**src/rtl/dcache_responder_if.sv**
```systemverilog
`default_nettype none
// ============================================================================
// Module   : dcache_responder_if
// Brief    : dmem_* request bus and pmem_* line burst bus of the data cache.
// Revision : 1.0 - initial release
// ============================================================================
interface dcache_responder_if #(
    parameter int S_OFFSET = 5
);
    localparam int LW = 8 * (2 ** S_OFFSET);

    logic [31:0]   dmem_addr;
    logic          dmem_read;
    logic          dmem_write;
    logic [3:0]    dmem_wmask;
    logic [31:0]   dmem_wdata;
    logic [31:0]   dmem_rdata;
    logic          dmem_resp;

    logic [31:0]   pmem_addr;
    logic          pmem_read;
    logic          pmem_write;
    logic [LW-1:0] pmem_wdata;
    logic [LW-1:0] pmem_rdata;
    logic          pmem_resp;

    // Cache side: serves dmem, masters pmem.
    modport slave (
        input  dmem_addr, dmem_read, dmem_write, dmem_wmask, dmem_wdata,
        input  pmem_rdata, pmem_resp,
        output dmem_rdata, dmem_resp,
        output pmem_addr, pmem_read, pmem_write, pmem_wdata
    );

    // Environment side: MEM stage requester plus next memory level.
    modport master (
        output dmem_addr, dmem_read, dmem_write, dmem_wmask, dmem_wdata,
        output pmem_rdata, pmem_resp,
        input  dmem_rdata, dmem_resp,
        input  pmem_addr, pmem_read, pmem_write, pmem_wdata
    );
endinterface
`default_nettype wire

```
**src/rtl/dcache_responder.sv**
```systemverilog
`default_nettype none
// ============================================================================
// Module   : dcache_responder
// Brief    : Direct-mapped write-back line cache answering dmem word requests.
// Revision : 1.0 - initial release
// ============================================================================
module dcache_responder #(
    parameter int S_INDEX  = 3,
    parameter int S_OFFSET = 5
) (
    input  wire logic          clk,
    input  wire logic          rst_n,
    dcache_responder_if.slave  bus
);
    localparam int LW    = 8 * (2 ** S_OFFSET);
    localparam int TW    = 32 - S_INDEX - S_OFFSET;
    localparam int SETS  = 2 ** S_INDEX;

    typedef enum logic [1:0] {
        ST_IDLE      = 2'd0,
        ST_WRITEBACK = 2'd1,
        ST_FILL      = 2'd2
    } state_t;

    state_t              state_q;
    logic [SETS-1:0]     valid_q;
    logic [SETS-1:0]     dirty_q;
    logic [TW-1:0]       tag_q  [SETS];
    logic [LW-1:0]       data_q [SETS];

    logic [TW-1:0]       w_tag;
    logic [S_INDEX-1:0]  w_idx;
    logic [S_OFFSET-3:0] w_word;
    logic                w_req;
    logic                w_hit;
    logic [LW-1:0]       line_d;
    logic                w_unused_addr;

    assign w_tag         = bus.dmem_addr[31:S_INDEX+S_OFFSET];
    assign w_idx         = bus.dmem_addr[S_INDEX+S_OFFSET-1:S_OFFSET];
    assign w_word        = bus.dmem_addr[S_OFFSET-1:2];
    assign w_unused_addr = ^bus.dmem_addr[1:0];
    assign w_req         = bus.dmem_read | bus.dmem_write;
    assign w_hit         = valid_q[w_idx] && (tag_q[w_idx] == w_tag);

    // Byte-masked merge of the write data into the resident line.
    always_comb begin
        line_d = data_q[w_idx];
        for (int b = 0; b < 4; b++) begin
            if (bus.dmem_wmask[b]) begin
                line_d[32*w_word + 8*b +: 8] = bus.dmem_wdata[8*b +: 8];
            end
        end
    end

    always_comb begin
        bus.dmem_resp  = 1'b0;
        bus.dmem_rdata = '0;
        bus.pmem_read  = 1'b0;
        bus.pmem_write = 1'b0;
        bus.pmem_addr  = '0;
        bus.pmem_wdata = '0;
        case (state_q)
            ST_IDLE: begin
                if (rst_n && w_req && w_hit) begin
                    bus.dmem_resp  = 1'b1;
                    bus.dmem_rdata = data_q[w_idx][32*w_word +: 32];
                end
            end
            ST_WRITEBACK: begin
                bus.pmem_write = 1'b1;
                bus.pmem_addr  = {tag_q[w_idx], w_idx, {S_OFFSET{1'b0}}};
                bus.pmem_wdata = data_q[w_idx];
            end
            ST_FILL: begin
                bus.pmem_read  = 1'b1;
                bus.pmem_addr  = {w_tag, w_idx, {S_OFFSET{1'b0}}};
            end
            default: ;
        endcase
    end

    always_ff @(posedge clk) begin
        if (!rst_n) begin
            state_q <= ST_IDLE;
            valid_q <= '0;
            dirty_q <= '0;
        end else begin
            case (state_q)
                ST_IDLE: begin
                    if (w_req) begin
                        if (w_hit) begin
                            if (bus.dmem_write) begin
                                data_q[w_idx]  <= line_d;
                                dirty_q[w_idx] <= 1'b1;
                            end
                        end else if (valid_q[w_idx] && dirty_q[w_idx]) begin
                            state_q <= ST_WRITEBACK;
                        end else begin
                            state_q <= ST_FILL;
                        end
                    end
                end
                ST_WRITEBACK: begin
                    if (bus.pmem_resp) begin
                        dirty_q[w_idx] <= 1'b0;
                        state_q        <= ST_FILL;
                    end
                end
                ST_FILL: begin
                    // The request retries in IDLE and hits on the freshly filled line.
                    if (bus.pmem_resp) begin
                        data_q[w_idx]  <= bus.pmem_rdata;
                        tag_q[w_idx]   <= w_tag;
                        valid_q[w_idx] <= 1'b1;
                        dirty_q[w_idx] <= 1'b0;
                        state_q        <= ST_IDLE;
                    end
                end
                default: state_q <= ST_IDLE;
            endcase
        end
    end
endmodule
`default_nettype wire

```
**src/flat_wrapper.sv**
```systemverilog
// flat-port wrapper written by rule: the top's interface ports become plain ports
module dcache_responder_flat 
#(
    parameter int S_INDEX  = 3,
    parameter int S_OFFSET = 5
)
  (clk, rst_n, bus_dmem_addr, bus_dmem_read, bus_dmem_write, bus_dmem_wmask, bus_dmem_wdata, bus_pmem_rdata, bus_pmem_resp, bus_dmem_rdata, bus_dmem_resp, bus_pmem_addr, bus_pmem_read, bus_pmem_write, bus_pmem_wdata);
  dcache_responder_if #(.S_OFFSET(S_OFFSET)) bus_i ();
  input  wire logic clk;
  input  wire logic rst_n;
  input wire logic [$bits(bus_i.dmem_addr)-1:0] bus_dmem_addr;
  input wire logic [$bits(bus_i.dmem_read)-1:0] bus_dmem_read;
  input wire logic [$bits(bus_i.dmem_write)-1:0] bus_dmem_write;
  input wire logic [$bits(bus_i.dmem_wmask)-1:0] bus_dmem_wmask;
  input wire logic [$bits(bus_i.dmem_wdata)-1:0] bus_dmem_wdata;
  input wire logic [$bits(bus_i.pmem_rdata)-1:0] bus_pmem_rdata;
  input wire logic [$bits(bus_i.pmem_resp)-1:0] bus_pmem_resp;
  output wire logic [$bits(bus_i.dmem_rdata)-1:0] bus_dmem_rdata;
  output wire logic [$bits(bus_i.dmem_resp)-1:0] bus_dmem_resp;
  output wire logic [$bits(bus_i.pmem_addr)-1:0] bus_pmem_addr;
  output wire logic [$bits(bus_i.pmem_read)-1:0] bus_pmem_read;
  output wire logic [$bits(bus_i.pmem_write)-1:0] bus_pmem_write;
  output wire logic [$bits(bus_i.pmem_wdata)-1:0] bus_pmem_wdata;
  assign bus_i.dmem_addr = bus_dmem_addr;
  assign bus_i.dmem_read = bus_dmem_read;
  assign bus_i.dmem_write = bus_dmem_write;
  assign bus_i.dmem_wmask = bus_dmem_wmask;
  assign bus_i.dmem_wdata = bus_dmem_wdata;
  assign bus_i.pmem_rdata = bus_pmem_rdata;
  assign bus_i.pmem_resp = bus_pmem_resp;
  assign bus_dmem_rdata = bus_i.dmem_rdata;
  assign bus_dmem_resp = bus_i.dmem_resp;
  assign bus_pmem_addr = bus_i.pmem_addr;
  assign bus_pmem_read = bus_i.pmem_read;
  assign bus_pmem_write = bus_i.pmem_write;
  assign bus_pmem_wdata = bus_i.pmem_wdata;
  dcache_responder #(.S_INDEX(S_INDEX), .S_OFFSET(S_OFFSET)) u_core (.clk(clk), .rst_n(rst_n), .bus(bus_i));
endmodule
```
**config.mk**
```make
export PLATFORM = sky130hd
export DESIGN_NAME = dcache_responder_flat
export DESIGN_NICKNAME = d
export VERILOG_FILES = /design/src/rtl/dcache_responder_if.sv /design/src/rtl/dcache_responder.sv /design/src/flat_wrapper.sv
export SDC_FILE = /design/constraint.sdc
export NUM_CORES = 2
export LEC_CHECK = 0
export CORE_UTILIZATION = 45
export CTS_CLUSTER_DIAMETER = 50
export DETAILED_ROUTE_END_ITERATION = 6
export MAX_ROUTING_LAYER = met4
export PLACE_DENSITY = 0.76
export SETUP_SLACK_MARGIN = 0.1
export SLEW_MARGIN = 20
export SYNTH_ARGS = -nofsm -noshare
export SYNTH_HDL_FRONTEND = slang
export SYNTH_SLANG_ARGS = --single-unit
```
**constraint.sdc**
```tcl
create_clock -name clk -period 38.4 [get_ports clk]
set_input_delay 7.68 -clock clk [delete_from_list [all_inputs] [get_ports clk]]
set_output_delay 7.68 -clock clk [all_outputs]
set_load 0.005 [all_outputs]
```
* Yosys cells after proc, flatten, opt, wreduce, memory -nomap -nowiden
Memory sizes are Yosys's and may differ from the RTL's.
Cells that the tools add are included.
** Word-level totals
- Register bits :: 18
- Bits in writable memories :: 2240
- Bits of input ports :: 329
- Output and inout port bits :: 323
- Word-level logic and storage cells :: 94
- Memories :: 2
** Operators by class
- $add $sub $neg :: 7
- $lt $le $gt $ge :: 2
- Equal/unequal tests :: 10
- Shift-type cells :: 9
- Multiplexer cells :: 44
- Bitwise logic cells :: 6
- Reduce and logical (&&, ||, !) cells :: 11
** Memory list
- u_core.data_q :: depth 8, bits a word 256, rd ports 1, clocked after Yosys merged registers in 0, write ports 1, RTL line dcache_responder.sv:29 : logic [LW-1:0] data_q [SETS];
- u_core.tag_q :: depth 8, bits a word 24, rd ports 1, clocked after Yosys merged registers in 0, write ports 1, RTL line dcache_responder.sv:28 : logic [TW-1:0] tag_q [SETS];
** Operators by type and width (number)
- $mux 256 :: 6
- $bwmux 256 :: 4
- $shift 8x34->256 const A :: 4
- $shiftx 8x34->256 :: 4
- $shiftx 256x9->32 :: 1
- $neg 32->34 :: 3
- $mux 32 :: 2
- $pmux 32 s2 :: 1
- $neg 8->34 :: 1
- $mux 8 :: 4
- $eq 24x24->1 :: 1
- $add 8x5->9 const B :: 2
- $mux 1 :: 17
- $or 8x8->8 :: 2
- $pmux 8 s2 :: 1
- $mux 2 :: 5
- $add 8x4->9 const B :: 1
- $and 8x8->8 :: 1
- $ne 2x2->1 const B :: 4
- $not 8->8 :: 1
- $bmux 1 s3 :: 2
- $ne 2x1->1 const B :: 3
- $pmux 2 s3 :: 1
- $logic_and 1x1->1 :: 5
- 12 further kinds :: 13

* Logic depth before layout (Yosys ltp)
- Depth in word-level cells :: 11
- Gate-level depth with buffers :: 16
- Gate-level depth less buffers :: 9

* Worst setup path after synthesis
No wires, ideal clock.
- Kind :: input -> register
- Start point :: input port bus_dmem_addr[5]
- End point :: memory u_core.data_q[0][0] in the netlist's numbering, enable pin
- Setup time :: 1.184 ns
- Arrival time :: 27.143 ns
- Required time :: 37.216 ns
- Slack :: 10.073 ns
- Stages :: 12
- Path buffers :: 4
- Cell sequence :: buf_4 > buf_4 > or2_2 > buf_2 > buf_6 > o22ai_1 > nor3_1 > a211oi_1 > nand4_1 > nor4_4 > a31oi_1 > nor3_1
** Between the ends
- Word-level cells in the longest chain between the ends :: 9
- Elaborated cells on any way between the ends :: 11
- Those cells by class :: 1 x eq/ne; 7 x mux; 1 x bitwise; 1 x reduce/logical; 1 x memory
** Ends and longest elaborated chain
- start, declared :: RTL line flat_wrapper.sv:11 : input wire logic [$bits(bus_i.dmem_addr)-1:0] bus_dmem_addr;
- $mem_v2 8x24 or $bmux 1 s3 (tied branches)
- $eq 24x24->1 or $mux 1 (tied branches) :: RTL line dcache_responder.sv:44 : assign w_hit = valid_q[w_idx] && (tag_q[w_idx] == w_tag);
- $logic_and 1x1->1 :: RTL line dcache_responder.sv:44
- $mux 1 :: RTL line dcache_responder.sv:92 : if (w_hit) begin
- $mux 1 :: RTL line dcache_responder.sv:91 : if (w_req) begin
- $mux 1 :: RTL line dcache_responder.sv:89 : case (state_q)
- $mux 1 :: RTL line dcache_responder.sv:84 : if (!rst_n) begin
- $mux 1 (implied by the code) :: RTL line dcache_responder.sv:94 : data_q[w_idx] <= line_d;
- $or 1x1->1 (no source line)
- end, declared :: RTL line dcache_responder.sv:29
Parallel ways exist; a longest one is shown, timed or not. The select of a mux whose other input is x is not followed.

* Final worst setup path
- Start point :: input port bus_dmem_addr[7]
- End point :: output port bus_dmem_rdata[9]
** Between the ends
- Word-level cells in the longest chain between the ends :: 6
- Elaborated cells on any way between the ends :: 10
- Those cells by class :: 1 x eq/ne; 1 x shift; 4 x mux; 2 x reduce/logical; 2 x memory
** Ends and longest elaborated chain
- branches (longest 4 deep; another with $mem_v2 8x256)
- $mux 32 (*) :: RTL line dcache_responder.sv:65 : if (rst_n && w_req && w_hit) begin
- $mux 32 (*) :: RTL line dcache_responder.sv:63 : case (state_q)
- end, declared :: RTL line flat_wrapper.sv:18 : output wire logic [$bits(bus_i.dmem_rdata)-1:0] bus_dmem_rdata;
Mark *: on every way between the ends. The select of a mux whose other input is x is not followed.

==> impl_metrics.ini <==
[floorplanning]
fp.dieArea_um2 = 213000
ioPinCount = 652
die_w_um = 461
num_rows = 168
core_um2 = 210000
initial_core_util_pct = 45.3
die_h_um = 461

[detailed_routing]
drtAntennaViolNets = 0
drc = 8
first_pass_iters = 7
routed_wl_um = 332000
wire_per_inst_um = 33.5
first_iter_violations = 10800
via_per_inst = 6.55
num_vias = 64800

[sta]
worst_slew_pin_slew_ps = 1320
max_freq_mhz = 45.0
period_needed_ps = 22230
finalSetupViolCount = 0
maxSlewViolCount = 0
finalCritPeriodShare_pct = 57.9
clock_skew_ps = 83.7
final.setup.tns_ps = 0
hold_viol_final = 0
maxSlewHeadroom_pct = 12.0
rsz0062_at_grt = no
whs_ps = 453

[status]
violations = DRC
status = finished, violations left

[synthesis]
synthesis.instances = 6299
synth-async-reset-ratio_pct = 0
yosys-top-cells-count = edfxtp_1, nor2_1, a21oi_1
ys_types = 74
synthTopCellsByArea = edfxtp_1, mux2i_1, a22oi_1
yosys.area.top_type = edfxtp_1
synth_edf_count = 2240
ys_warn_count = 0
ys_ff_latch = 2258
synth_ff_type = edfxtp_1
avgSynthCellArea_um2 = 15.1
synth-seq-area-share_pct = 71.3
syn_area_um2 = 94800
synth_top_area_share_pct = 70.9
yosysMostFrequentCell = edfxtp_1

[final_layout]
regArea_um2 = 67600
fillCellCount = 16400
fin_util_pct = 53.3
layout-drive-gt1-share_pct = 12.9
area_growth_pct = 17.7
stdcell_count = 9893
fin_area_um2 = 112000
fin_nets = 7193
multi_input_area_um2 = 25200

[global_routing]
gr-usage-met1_pct = 38.7
grt_max_degree = 201
grt_util_met3_pct = 9.37
overflow = 0
track_usage_pct = 31.3
grt_pass1_wl_um = 456000
antenna_found_initial = 35
busiest_layer = met2
use_met2_pct = 43.8
grt_pass1_vias = 60900

[min_path]
min-delay-path-class = flip-flop to flip-flop

[clock_network]
ctsResizeCount = 0
cts.htree.levels = 4
post_cts_buffers = 0
clock_sinks = 2258
hold_buffers = 0
cts_tree = done
root_buffer = clkbuf_16
clk_pin_slew_ps = 60
cts_buffers = 224
clk_latency_ps = 900
clock_path_buffers = 3

[worst_setup_path]
critPathKind = primary input to output port
cpLargestDelayFamily = buffers and inverters
worstPathRequired_ps = 30720
worstPathCellList = buf_8 -> buf_4 -> buf_4 -> buf_4 -> and3_4 -> buf_4 -> buf_4 -> a22oi_1 -> and3_1 -> mux4_2 -> and2_1 -> a211oi_2 -> clkdlybuf4s50_1
crit_path_start_kind = primary input
max_stage_delay_ps = 810
cp-end-kind = output port
critPathMaxFanout = 81
worst_path_most_repeated_cell = buf_4
crit_slowest_cell = buf_4
critPathBufInv = 7
arrival_ps = 14550

[placed_design]
hpwl_um = 199000
io_buffer_count = 644
placedCellCount = 9432
dpl_cell_area_um2 = 104000
place.gp.congestion = 0.912

[pwr]
irDropWorstVdd_mv = 0.0494
power.density_nw_per_um2 = 48.6
power.leakage_uw = 0.0362

[job]
max_cap_viol_count = 0
## final timing paths
check,startpoint,end,slack [ps],depth (start not counted)
min reg2reg,u_core.valid_q[0],u_core.valid_q[0],450,1
min,u_core.valid_q[0],u_core.valid_q[0],450,1
max,bus_dmem_addr[7],bus_dmem_rdata[9],16170,13
max reg2reg,u_core.tag_q[4][23],u_core.data_q[3][74],32140,11
## area by class of cell
cell class	instances	share of cell area (%)
tap	2805	3.14
antenna	50	0.112
clock buffer	282	5.23
timing repair buffer	818	7.12
multi-input combinational	3528	22.5
clock inverter	128	1.21
sequential	2258	60.6
inverter	24	0.0874
## metal layers
layer / vias up / wire [um]
li1: 26000 / -
met1: 32000 / 111000
met2: 5797 / 144000
met3: 1018 / 49200
met4: 0 / 26500
met5: - / 0
## sequential cells by signal, summed over array words and instances (netlist names), named ones only
| register | cells |
|---|---|
| u_core.tag_q | 192 |
| u_core.data_q | 2048 |
| u_core.state_q | 2 |
| u_core.valid_q | 8 |
## placed cells by master, fill, tap and decap left out, types with 112 or more instances in the layout
master           synthesis  routed
a21oi_1                407     407
a22oi_1                372     372
a31oi_1                172     171
and2_1                 134     133
buf_4                   43     159
clkbuf_16                0     224
clkdlybuf4s50_1          0     638
edfxtp_1              2240    2240
mux2_2                 199     199
mux2i_1                280     280
mux4_2                 112     112
nand2_1                202     201
nor2_1                 656     632
nor2b_1                189     185
## per-stage QoR
step	power (uW)	setup WS, ps
finish	5430	16170
global route	5540	16210
CTS	5410	16350
detailed placement	3310	16350
global placement	3300	16370
floorplan	3110	10070
## report_power, final
part | total, uW | leakage [uW] | switching, uW | internal (uW)
sequential | 2790 | 0.0204 | 4.14 | 2790
combinational | 490 | 0.0123 | 340 | 149
clock | 2150 | 0.00348 | 955 | 1190
## cells by family (layout without fill, tap and decap cells)
group	after synthesis	count (layout)	synth area share [%]
other cells	1	55	0.00395
mux	593	593	8.03
simple gates	1407	1407	7.02
buf+inv	517	1252	2.48
xor+xnor	11	11	0.102
compound gates	1502	1502	10.9
fa+ha+maj	10	10	0.132
flops	2258	2258	71.3
(Power assumes the default switching activity.)
